`src/rtl/zgated_photon_counter.sv`:
```
// Multi-channel photon edge counter with packed-BCD live counters, per-channel dead time,
// and gated (clear per window) or continuous accumulation, publishing a snapshot per window.
module zgated_photon_counter #(
  parameter int CH          = 4,
  parameter int DIGITS      = 8,
  parameter int GATE_CYCLES = 50_000_000,
  parameter int GCW         = 26,
  parameter int DEAD_CYCLES = 4
) (
  input  logic                     clk,
  input  logic                     rst,
  input  logic                     en,
  input  logic                     mode,
  input  logic                     clear,
  input  logic [CH-1:0]            pulse_in,
  output logic [CH*DIGITS*4-1:0]   bcd_q,
  output logic [CH-1:0]            overflow,
  output logic                     snap_valid,
  output logic                     gate_active
);

  localparam int W  = DIGITS * 4;
  localparam int DW = (DEAD_CYCLES > 0) ? $clog2(DEAD_CYCLES + 1) : 1;
  localparam logic [DW-1:0]  DEAD_LOAD = DW'(DEAD_CYCLES);
  localparam logic [GCW-1:0] TERM      = GCW'(GATE_CYCLES - 1);

  localparam logic [1:0] IDLE = 2'd0;
  localparam logic [1:0] ARM  = 2'd1;
  localparam logic [1:0] GATE = 2'd2;

  logic [1:0]             state;
  logic                   mode_l;
  logic [GCW-1:0]         gate_cnt;
  logic [CH-1:0]          sync1, sync2, sync3;
  logic [CH-1:0]          rise;
  logic [CH-1:0][W-1:0]   live, live_nxt;
  logic [CH-1:0][W:0]     inc;
  logic [CH-1:0]          ovf, ovf_nxt;
  logic [CH-1:0][DW-1:0]  dead, dead_nxt;
  logic                   counting;
  logic                   terminal;

  // Returns {saturated, value}; an all-9s input comes back unchanged with saturated set.
  function automatic logic [W:0] bcd_inc(input logic [W-1:0] v);
    logic [W-1:0] r;
    logic         carry;
    r     = v;
    carry = 1'b1;
    for (int d = 0; d < DIGITS; d++) begin
      if (carry) begin
        if (r[d*4 +: 4] == 4'd9) begin
          r[d*4 +: 4] = 4'd0;
        end else begin
          r[d*4 +: 4] = r[d*4 +: 4] + 4'd1;
          carry       = 1'b0;
        end
      end
    end
    if (carry) return {1'b1, v};
    return {1'b0, r};
  endfunction

  assign rise        = sync2 & ~sync3;
  assign counting    = (state == GATE) && en;
  assign terminal    = counting && (gate_cnt == TERM);
  assign gate_active = (state == GATE);

  always_ff @(posedge clk) begin
    if (rst) begin
      sync1 <= '0;
      sync2 <= '0;
      sync3 <= '0;
    end else begin
      sync1 <= pulse_in;
      sync2 <= sync1;
      sync3 <= sync2;
    end
  end

  // Dead timers run in every state; edges are only accepted while actively gating.
  always_comb begin
    live_nxt = live;
    ovf_nxt  = ovf;
    dead_nxt = dead;
    inc      = '0;
    for (int c = 0; c < CH; c++) begin
      inc[c] = bcd_inc(live[c]);
      if (dead[c] != '0) begin
        dead_nxt[c] = dead[c] - 1'b1;
      end else if (rise[c] && counting) begin
        dead_nxt[c] = DEAD_LOAD;
        live_nxt[c] = inc[c][W-1:0];
        ovf_nxt[c]  = ovf[c] | inc[c][W];
      end
    end
  end

  always_ff @(posedge clk) begin
    if (rst) begin
      state      <= IDLE;
      mode_l     <= 1'b0;
      gate_cnt   <= '0;
      live       <= '0;
      ovf        <= '0;
      dead       <= '0;
      bcd_q      <= '0;
      overflow   <= '0;
      snap_valid <= 1'b0;
    end else if (clear) begin
      gate_cnt   <= '0;
      live       <= '0;
      ovf        <= '0;
      dead       <= '0;
      bcd_q      <= '0;
      overflow   <= '0;
      snap_valid <= 1'b0;
    end else begin
      snap_valid <= 1'b0;
      dead       <= dead_nxt;
      case (state)
        IDLE: begin
          if (en) begin
            mode_l <= mode;
            state  <= ARM;
          end
        end
        ARM: begin
          live     <= '0;
          ovf      <= '0;
          dead     <= '0;
          gate_cnt <= '0;
          state    <= GATE;
        end
        GATE: begin
          if (!en) begin
            state <= IDLE;
          end else if (terminal) begin
            bcd_q      <= live_nxt;
            overflow   <= ovf_nxt;
            snap_valid <= 1'b1;
            gate_cnt   <= '0;
            if (mode_l) begin
              live <= live_nxt;
              ovf  <= ovf_nxt;
            end else begin
              live <= '0;
              ovf  <= '0;
            end
          end else begin
            live     <= live_nxt;
            ovf      <= ovf_nxt;
            gate_cnt <= gate_cnt + 1'b1;
          end
        end
        default: state <= IDLE;
      endcase
    end
  end

endmodule

```
`config.mk`:
```
export PLATFORM = sky130hd
export DESIGN_NAME = zgated_photon_counter
export DESIGN_NICKNAME = d
export VERILOG_FILES = /design/src/rtl/zgated_photon_counter.sv
export SDC_FILE = /design/constraint.sdc
export NUM_CORES = 1
export LEC_CHECK = 0
export BUFFER_PORTS_ARGS = -buffer_cell sky130_fd_sc_hd__buf_2
export CAP_MARGIN = 20
export CORE_MARGIN = 4
export CORE_UTILIZATION = 31
export CTS_CLUSTER_DIAMETER = 60
export DETAILED_ROUTE_END_ITERATION = 12
export MAX_ROUTING_LAYER = met4
export PLACE_DENSITY = 0.52
export SYNTH_ARGS = -nofsm -noshare
export SYNTH_HDL_FRONTEND = slang
export SYNTH_SLANG_ARGS = --single-unit
```
`constraint.sdc`:
```
create_clock -name clk -period 3.38 [get_ports clk]
set_input_delay 0.676 -clock clk [delete_from_list [all_inputs] [get_ports clk]]
set_output_delay 0.676 -clock clk [all_outputs]
set_load 0.01 [all_outputs]
```
==> implementation parameters, run 1 <==
Parameter                              Value

Floorplan
  Die boundary width    231 um
  Placement Rows    81
  Initial standard-cell utilization of the core    31.4%
  IO Pins    143
  Floorplan Core Area    49100 um^2
  Die outline area    53400 um^2
  Overall die height    231 um

Final layout
  Fillers    5108
  Ratio of cells with drive above 1 in the final layout    15.0%
  Final std cell area, no fill    18400 um^2
  Highest-count cells in the layout ignoring fill and taps    sky130_fd_sc_hd__dfxtp_1, sky130_fd_sc_hd__a21oi_1, sky130_fd_sc_hd__o21ai_0
  Number of diodes    0
  Fin nets    2028
  Final non-filler cell total    2700
  Most common library cell in the layout ignoring fill and taps    sky130_fd_sc_hd__dfxtp_1
  Growth of design area from synthesis to finish    19.6%

Clocking
  CTS hold repair buffers    0
  Root buffer cell    sky130_fd_sc_hd__clkbuf_16
  Sinks on the clock net    318
  Largest buffer count on any clock path    3
  Source-to-sink clock delay at the later pin of the worst-skew pair    570 ps
  Number of levels the H-tree was split into    2
  Total clock buffers created by CTS    39
  Clock tree from TritonCTS    done
  Number of resized instances in the post-cts repair step    0
  Post-CTS clock slew at the launch and capture registers of the worst setup and hold paths    60 ps
  Buffers inserted by post-CTS timing repair    0

Worst setup path
  Element type at the critical path end    register
  Critical-path cell list    nor3b_1 -> nand4_1 -> nor4_2 -> nand4_1 -> or3_1 -> o21ai_0
  CP delay by family, top    simple AND/OR/NAND/NOR gates
  Critical setup path kind    reg2reg
  Arrival time of the worst setup path    3370 ps
  CP Buf/Inv Count    0
  Data required time of the worst path    3870 ps
  Worst Path Max Fanout    8
  Critical path launch point type    register
  Critical Path Slowest Stage Cell    sky130_fd_sc_hd__nor4_2
  Crit path top cell by count    sky130_fd_sc_hd__nand4_1
  Crit path largest cell delay    670 ps

Power and ir drop
  Static leakage power    0.00642 uW
  Max IR drop VDD    0.244 mV
  Pwr/cell area    460 nW/um^2
  Overall Power    8490 uW

Synthesis
  Number of register bits inferred by synthesis    318
  Largest area contributor in the synthesized netlist    sky130_fd_sc_hd__dfxtp_1
  Gate Count Post-Synth    1896
  Area share of the leading cell type in the synthesized netlist    41.3%
  Main flop type after synthesis    sky130_fd_sc_hd__dfxtp_1
  Share of the yosys chip area belonging to registers    41.3%
  Post-synth design cell area    15400 um^2
  Async SR Flop Fraction    0%
  Post-synth EDFFs    0
  Count of different cell masters after synthesis    82
  Syn_nets    1918
  Largest cells by area after synthesis    sky130_fd_sc_hd__dfxtp_1, sky130_fd_sc_hd__a21oi_1, sky130_fd_sc_hd__o21ai_0, sky130_fd_sc_hd__nor2_1, sky130_fd_sc_hd__nand2_1
  Post-synthesis average cell area    8.14 um^2
  Warnings, synthesis    0

Drt
  Routed wl met3    2690 um
  Routed len/inst    18.3 um
  Antenna Violating Nets Remaining    0
  Via count of the routed design    14628
  Number of detailed-route iterations in the first pass    5
  Highest Signal Layer    met4
  Detail Route met2 WL    22500 um
  Total length of routed wires    49300 um
  Drt drc    0
  Via count normalized by instance count    5.42
  Initial drt markers    996
  Wire length on met1    22700 um

Place
  Placement Cell Area    17100 um^2
  Placed instance count    2629
  Final Wtd Congestion    0.831
  Count of buffers from port buffering    142
  HPWL after detailed placement    33300 um

Global route
  Tot GR Track Use    18.3%
  Vias in the first global route    13601
  Remaining global-route overflow    0
  First-pass GRT wire length    76900 um
  Initial antenna violation count    0
  Maximum number of pins on one net before global-route repair    87

Timing
  Unrepaired setup endpoints after global routing    false
  Setup_tns    0 ps
  Worst slew pin tran    828 ps
  Tightest slew margin relative to the limit    44.2%
  Final critical-path share of the clock period    85.4%
  Endpoints failing hold    0
  Final setup violation count    0
  Achievable frequency    0.346 GHz
  Final min period    2890 ps
  Worst clock skew    25.6 ps
  Number of max-slew violations in the final report    0

Run status
  Result of the run    completed

Flow run
  Max-capacitance violation count    0

Min path
  Hold Crit Class    in2reg
-- final cells by class --
| cell class | count | area (um^2) | area share [%] |
|---|---|---|---|
| multi-input cells | 1400 | 8420 | 45.6 |
| flip-flops and latches | 318 | 6370 | 34.5 |
| repair buffers | 203 | 1280 | 6.95 |
| clock buffers | 49 | 1100 | 5.99 |
| well taps | 664 | 831 | 4.50 |
| clock inverters | 22 | 278 | 1.51 |
| inverters | 44 | 165 | 0.896 |
-- cells by family (layout without fill, tap and decap cells) --
logic type / after synthesis / count (layout) / synth area share [%]
xor gates and xnor gates: 77 / 77 / 4.37
and+or+nand+nor: 665 / 665 / 23.2
AOI/OAI and AO/OA: 624 / 624 / 24.3
buffers and inverters: 178 / 318 / 4.47
adders and majority gates: 13 / 13 / 1.05
muxes: 21 / 21 / 1.38
DFF: 318 / 318 / 41.3
-- sequential cells by signal, summed over array words and instances (netlist names) --
register / cells
bcd_q: 128
live: 128
gate_cnt: 26
dead: 12
overflow: 4
ovf: 4
sync1: 4
sync2: 4
sync3: 4
state: 2
mode_l: 1
snap_valid: 1
-- worst paths after layout --
| path | slack (ps) | cells after the start | endpoint | startpoint |
|---|---|---|---|---|
| hold / removal | 330 | 2 | sync1[0] | pulse_in[0] |
| setup reg to reg | 490 | 6 | live[95] | live[75] |
| hold reg to reg | 450 | 2 | bcd_q[98] | bcd_q[98] |
| setup / recovery | 490 | 6 | live[95] | live[75] |
-- worst register-to-register path, stage by stage, from the launching register on --
cell	delay [ps]
sky130_fd_sc_hd__dfxtp_1	390
sky130_fd_sc_hd__nor3b_1	550
sky130_fd_sc_hd__nand4_1	500
sky130_fd_sc_hd__nor4_2	670
sky130_fd_sc_hd__nand4_1	260
sky130_fd_sc_hd__or3_1	350
sky130_fd_sc_hd__o21ai_0	70
-- power by group --
part / leakage [uW] / switching [uW] / total (uW) / internal, uW
logic: 0.00318 / 168 / 223 / 55.3
clock network: 0.000675 / 1780 / 4510 / 2730
registers: 0.00256 / 5.29 / 3760 / 3760
-- synthesized netlist by cell type (all sizes together), types with 32 or more instances --
library cell,instances
nor3,47
a21oi,209
xnor2,45
nand2,140
o21ai,210
xor2,32
inv,44
nand3,75
nor2,152
dfxtp,318
clkbuf,113
a31oi,32
nor2b,41
-- stage by stage --
step / worst slack, ps / hold WS [ps] / util (%)
2_1_floorplan: 818 / 414 / -
3_3_place_gp: 563 / 437 / 34.8
3_5_place_dp: 487 / 440 / 34.8
4_1_cts: 498 / 301 / 37.6
5_1_grt: 198 / 326 / 37.6
6_report: 492 / 326 / 37.6
-- per-layer routing --
metal  vias up  track usage, %
met4         0            6.65
met2       374            28.4
met5         -               -
met3        91            2.93
met1      6986            24.1
li1       7177               -
(Power assumes the default switching activity.)
==> run 2: changes to the inputs <==
==> constraint.sdc (replaced) <==
create_clock -name clk -period 3 [get_ports clk]
set_input_delay 0.6 -clock clk [delete_from_list [all_inputs] [get_ports clk]]
set_output_delay 0.6 -clock clk [all_outputs]
set_load 0.01 [all_outputs]
==> run 2 against run 1 <==
Effect of this change: wire length shrank 0.47%; largest cell class unchanged; sequential power increased by 13%; sequential share of layout area is 0.23 points lower; clock power is 4.7% higher; clock skew shrank 14 ps.
==> implementation parameters, run 2 (synthesis results as in run 1) <==
Parameter                              Value

Run status
  Result of the run    completed

Timing
  Final setup violation count    0 (unchanged)
  Final min period    2730 ps (-158 ps)
  Final critical-path share of the clock period    91.0% (+5.5 points)
  Worst clock skew    11.9 ps (-13.7 ps)
  Setup_tns    0 ps (unchanged)
  Worst slew pin tran    799 ps (-29.5 ps)
  Worst setup slack after layout    271 ps (-222 ps)
  Achievable frequency    0.366 GHz (+5.8%)
  Unrepaired setup endpoints after global routing    false
  Endpoints failing hold    0 (unchanged)
  Number of max-slew violations in the final report    0 (unchanged)
  Tightest slew margin relative to the limit    46.3% (+2.1 points)

Power and ir drop
  Pwr/cell area    497 nW/um^2 (+7.9%)
  Max IR drop VDD    0.420 mV (+72%)
  Static leakage power    0.00651 uW (+1.4%)

Worst setup path
  Worst Path Max Fanout    9 (+1)
  Critical path launch point type    register
  Critical Path Slowest Stage Cell    sky130_fd_sc_hd__or4_4
  Arrival time of the worst setup path    3220 ps (-150 ps)
  Number of cells traversed by the worst register-to-register path    6 (unchanged)
  Data required time of the worst path    3490 ps (-380 ps)
  Crit path top cell by count    sky130_fd_sc_hd__or4_4
  Crit path largest cell delay    660 ps (about the same)
  Critical setup path kind    reg2reg
  Element type at the critical path end    register
  Critical-path cell list    ha_1 -> nand4b_1 -> or4_4 -> or4_4 -> or4b_1 -> o21ai_1

Clocking
  Number of levels the H-tree was split into    2 (unchanged)
  Largest buffer count on any clock path    3 (unchanged)
  Number of resized instances in the post-cts repair step    0 (unchanged)
  CTS hold repair buffers    0 (unchanged)
  Sinks on the clock net    318 (unchanged)
  Total clock buffers created by CTS    41 (+5.1%)
  Root buffer cell    sky130_fd_sc_hd__clkbuf_16
  Source-to-sink clock delay at the later pin of the worst-skew pair    550 ps (-20 ps)
  Buffers inserted by post-CTS timing repair    0 (unchanged)
  Post-CTS clock slew at the launch and capture registers of the worst setup and hold paths    60 ps (about the same)
  Clock tree from TritonCTS    done

Floorplan
  IO Pins    143 (unchanged)
  Die outline area    53400 um^2 (unchanged)
  Placement Rows    81 (unchanged)
  Die boundary width    231 um (unchanged)
  Floorplan Core Area    49100 um^2 (unchanged)
  Overall die height    231 um (unchanged)
  Initial standard-cell utilization of the core    31.4% (unchanged)

Place
  HPWL after detailed placement    33300 um (about the same)
  Final Wtd Congestion    0.851 (+2.4%)
  Placement Cell Area    17300 um^2 (+1.5%)
  Setup slack at placement    224 ps (-264 ps)
  Count of buffers from port buffering    142 (unchanged)

Final layout
  Ratio of cells with drive above 1 in the final layout    15.6% (+0.59 points)
  Growth of design area from synthesis to finish    20.4%
  Registers with the most flip-flops    bcd_q: 128 flops, live: 128 flops, gate_cnt: 26 flops
  Final std cell area, no fill    18600 um^2 (+0.68%)
  Fin nets    2058 (+1.5%)
  Fillers    5068 (-0.78%)
  Multi-input gate area in the final layout    8420 um^2 (unchanged)
  Register Area    6370 um^2 (unchanged)
  Highest-count cells in the layout ignoring fill and taps    sky130_fd_sc_hd__dfxtp_1, sky130_fd_sc_hd__a21oi_1, sky130_fd_sc_hd__o21ai_0
  Number of diodes    0 (unchanged)
  Most common library cell in the layout ignoring fill and taps    sky130_fd_sc_hd__dfxtp_1

Drt
  Total length of routed wires    49100 um (-0.47%)
  Number of detailed-route iterations in the first pass    5 (unchanged)
  Routed len/inst    18.0 um (-1.4%)
  Drt drc    0 (unchanged)
  Via count normalized by instance count    5.36 (-1.1%)
  Initial drt markers    947 (-4.9%)
  Antenna Violating Nets Remaining    0 (unchanged)
  Via count of the routed design    14613 (-0.10%)

Global route
  Vias in the first global route    13703 (+0.75%)
  Maximum number of pins on one net before global-route repair    71 (-18%)
  First-pass GRT wire length    77100 um (+0.20%)
  Initial antenna violation count    0 (unchanged)
  Tot GR Track Use    18.3% (about the same)
  Remaining global-route overflow    0 (unchanged)

Flow run
  Max-capacitance violation count    0 (unchanged)

Min path
  Number of instances on the worst hold path    2 (unchanged)
  Hold Crit Class    in2reg
run 2: cell count changes in the layout (fill, tap and decap cells not counted):
cell / before / now
sky130_fd_sc_hd__clkinv_2: 7 / 6
sky130_fd_sc_hd__clkbuf_8: 7 / 2
sky130_fd_sc_hd__buf_12: 9 / 12
sky130_fd_sc_hd__buf_4: 52 / 77
sky130_fd_sc_hd__clkinv_8: 1 / 0
sky130_fd_sc_hd__clkbuf_1: 2 / 12
sky130_fd_sc_hd__clkbuf_16: 40 / 41
sky130_fd_sc_hd__inv_6: 4 / 3
sky130_fd_sc_hd__clkinvlp_4: 4 / 2
sky130_fd_sc_hd__inv_8: 1 / 0
sky130_fd_sc_hd__bufinv_16: 5 / 3
run 2: path summary, 6_finish.rpt:
kind	start	end	slack, ps
setup reg to reg	live[32]	live[59]	270
setup / recovery	live[32]	live[59]	270
hold / removal	pulse_in[2]	sync1[2]	270
hold reg to reg	bcd_q[98]	bcd_q[98]	450
run 2: routing by layer:
metal / global-route usage (%) / up-vias / share of wire [%]
met4: 4.83 / 0 / 2.3
met5: - / - / 0
met1: 24.0 / 6936 / 47
met2: 29.1 / 351 / 46
li1: - / 7255 / -
met3: 3.40 / 71 / 5.0
run 2: cell type report:
cell class / instances / share of cell area, %
Timing Repair Buffer: 231 / 8.23
Clock inverter: 14 / 0.869
Multi-Input combinational cell: 1400 / 45.3
Tap cell: 664 / 4.47
Clock buffer: 55 / 5.92
Sequential cell: 318 / 34.3
Inverter: 44 / 0.889
run 2: critical path: cells and delay by family, from the launching register on:
kind / cells / cell delay, ps
adders and majority gates: 1 / 200
AOI/OAI and AO/OA: 1 / 80
and+or+nand+nor: 4 / 1950
DFF: 1 / 430
run 2: stage by stage:
| stage | cells | hold slack (ps) | utilization (%) | power [uW] |
|---|---|---|---|---|
| 3_3_place_gp | 2657 | 441 | 35.3 | 4590 |
| 2_1_floorplan | 1896 | 414 | - | 4460 |
| 3_5_place_dp | 2657 | 444 | 35.3 | 4590 |
| 4_1_cts | 2726 | 240 | 37.9 | 9390 |
| 5_1_grt | 2726 | 255 | 37.9 | 9560 |
| 6_report | 2726 | 275 | 37.9 | 9220 |
run 2: power breakdown:
| part | internal [uW] | total, uW | switching, uW |
|---|---|---|---|
| clock network | 2820 | 4720 | 1900 |
| registers | 4230 | 4240 | 6.37 |
| logic | 64.7 | 257 | 192 |
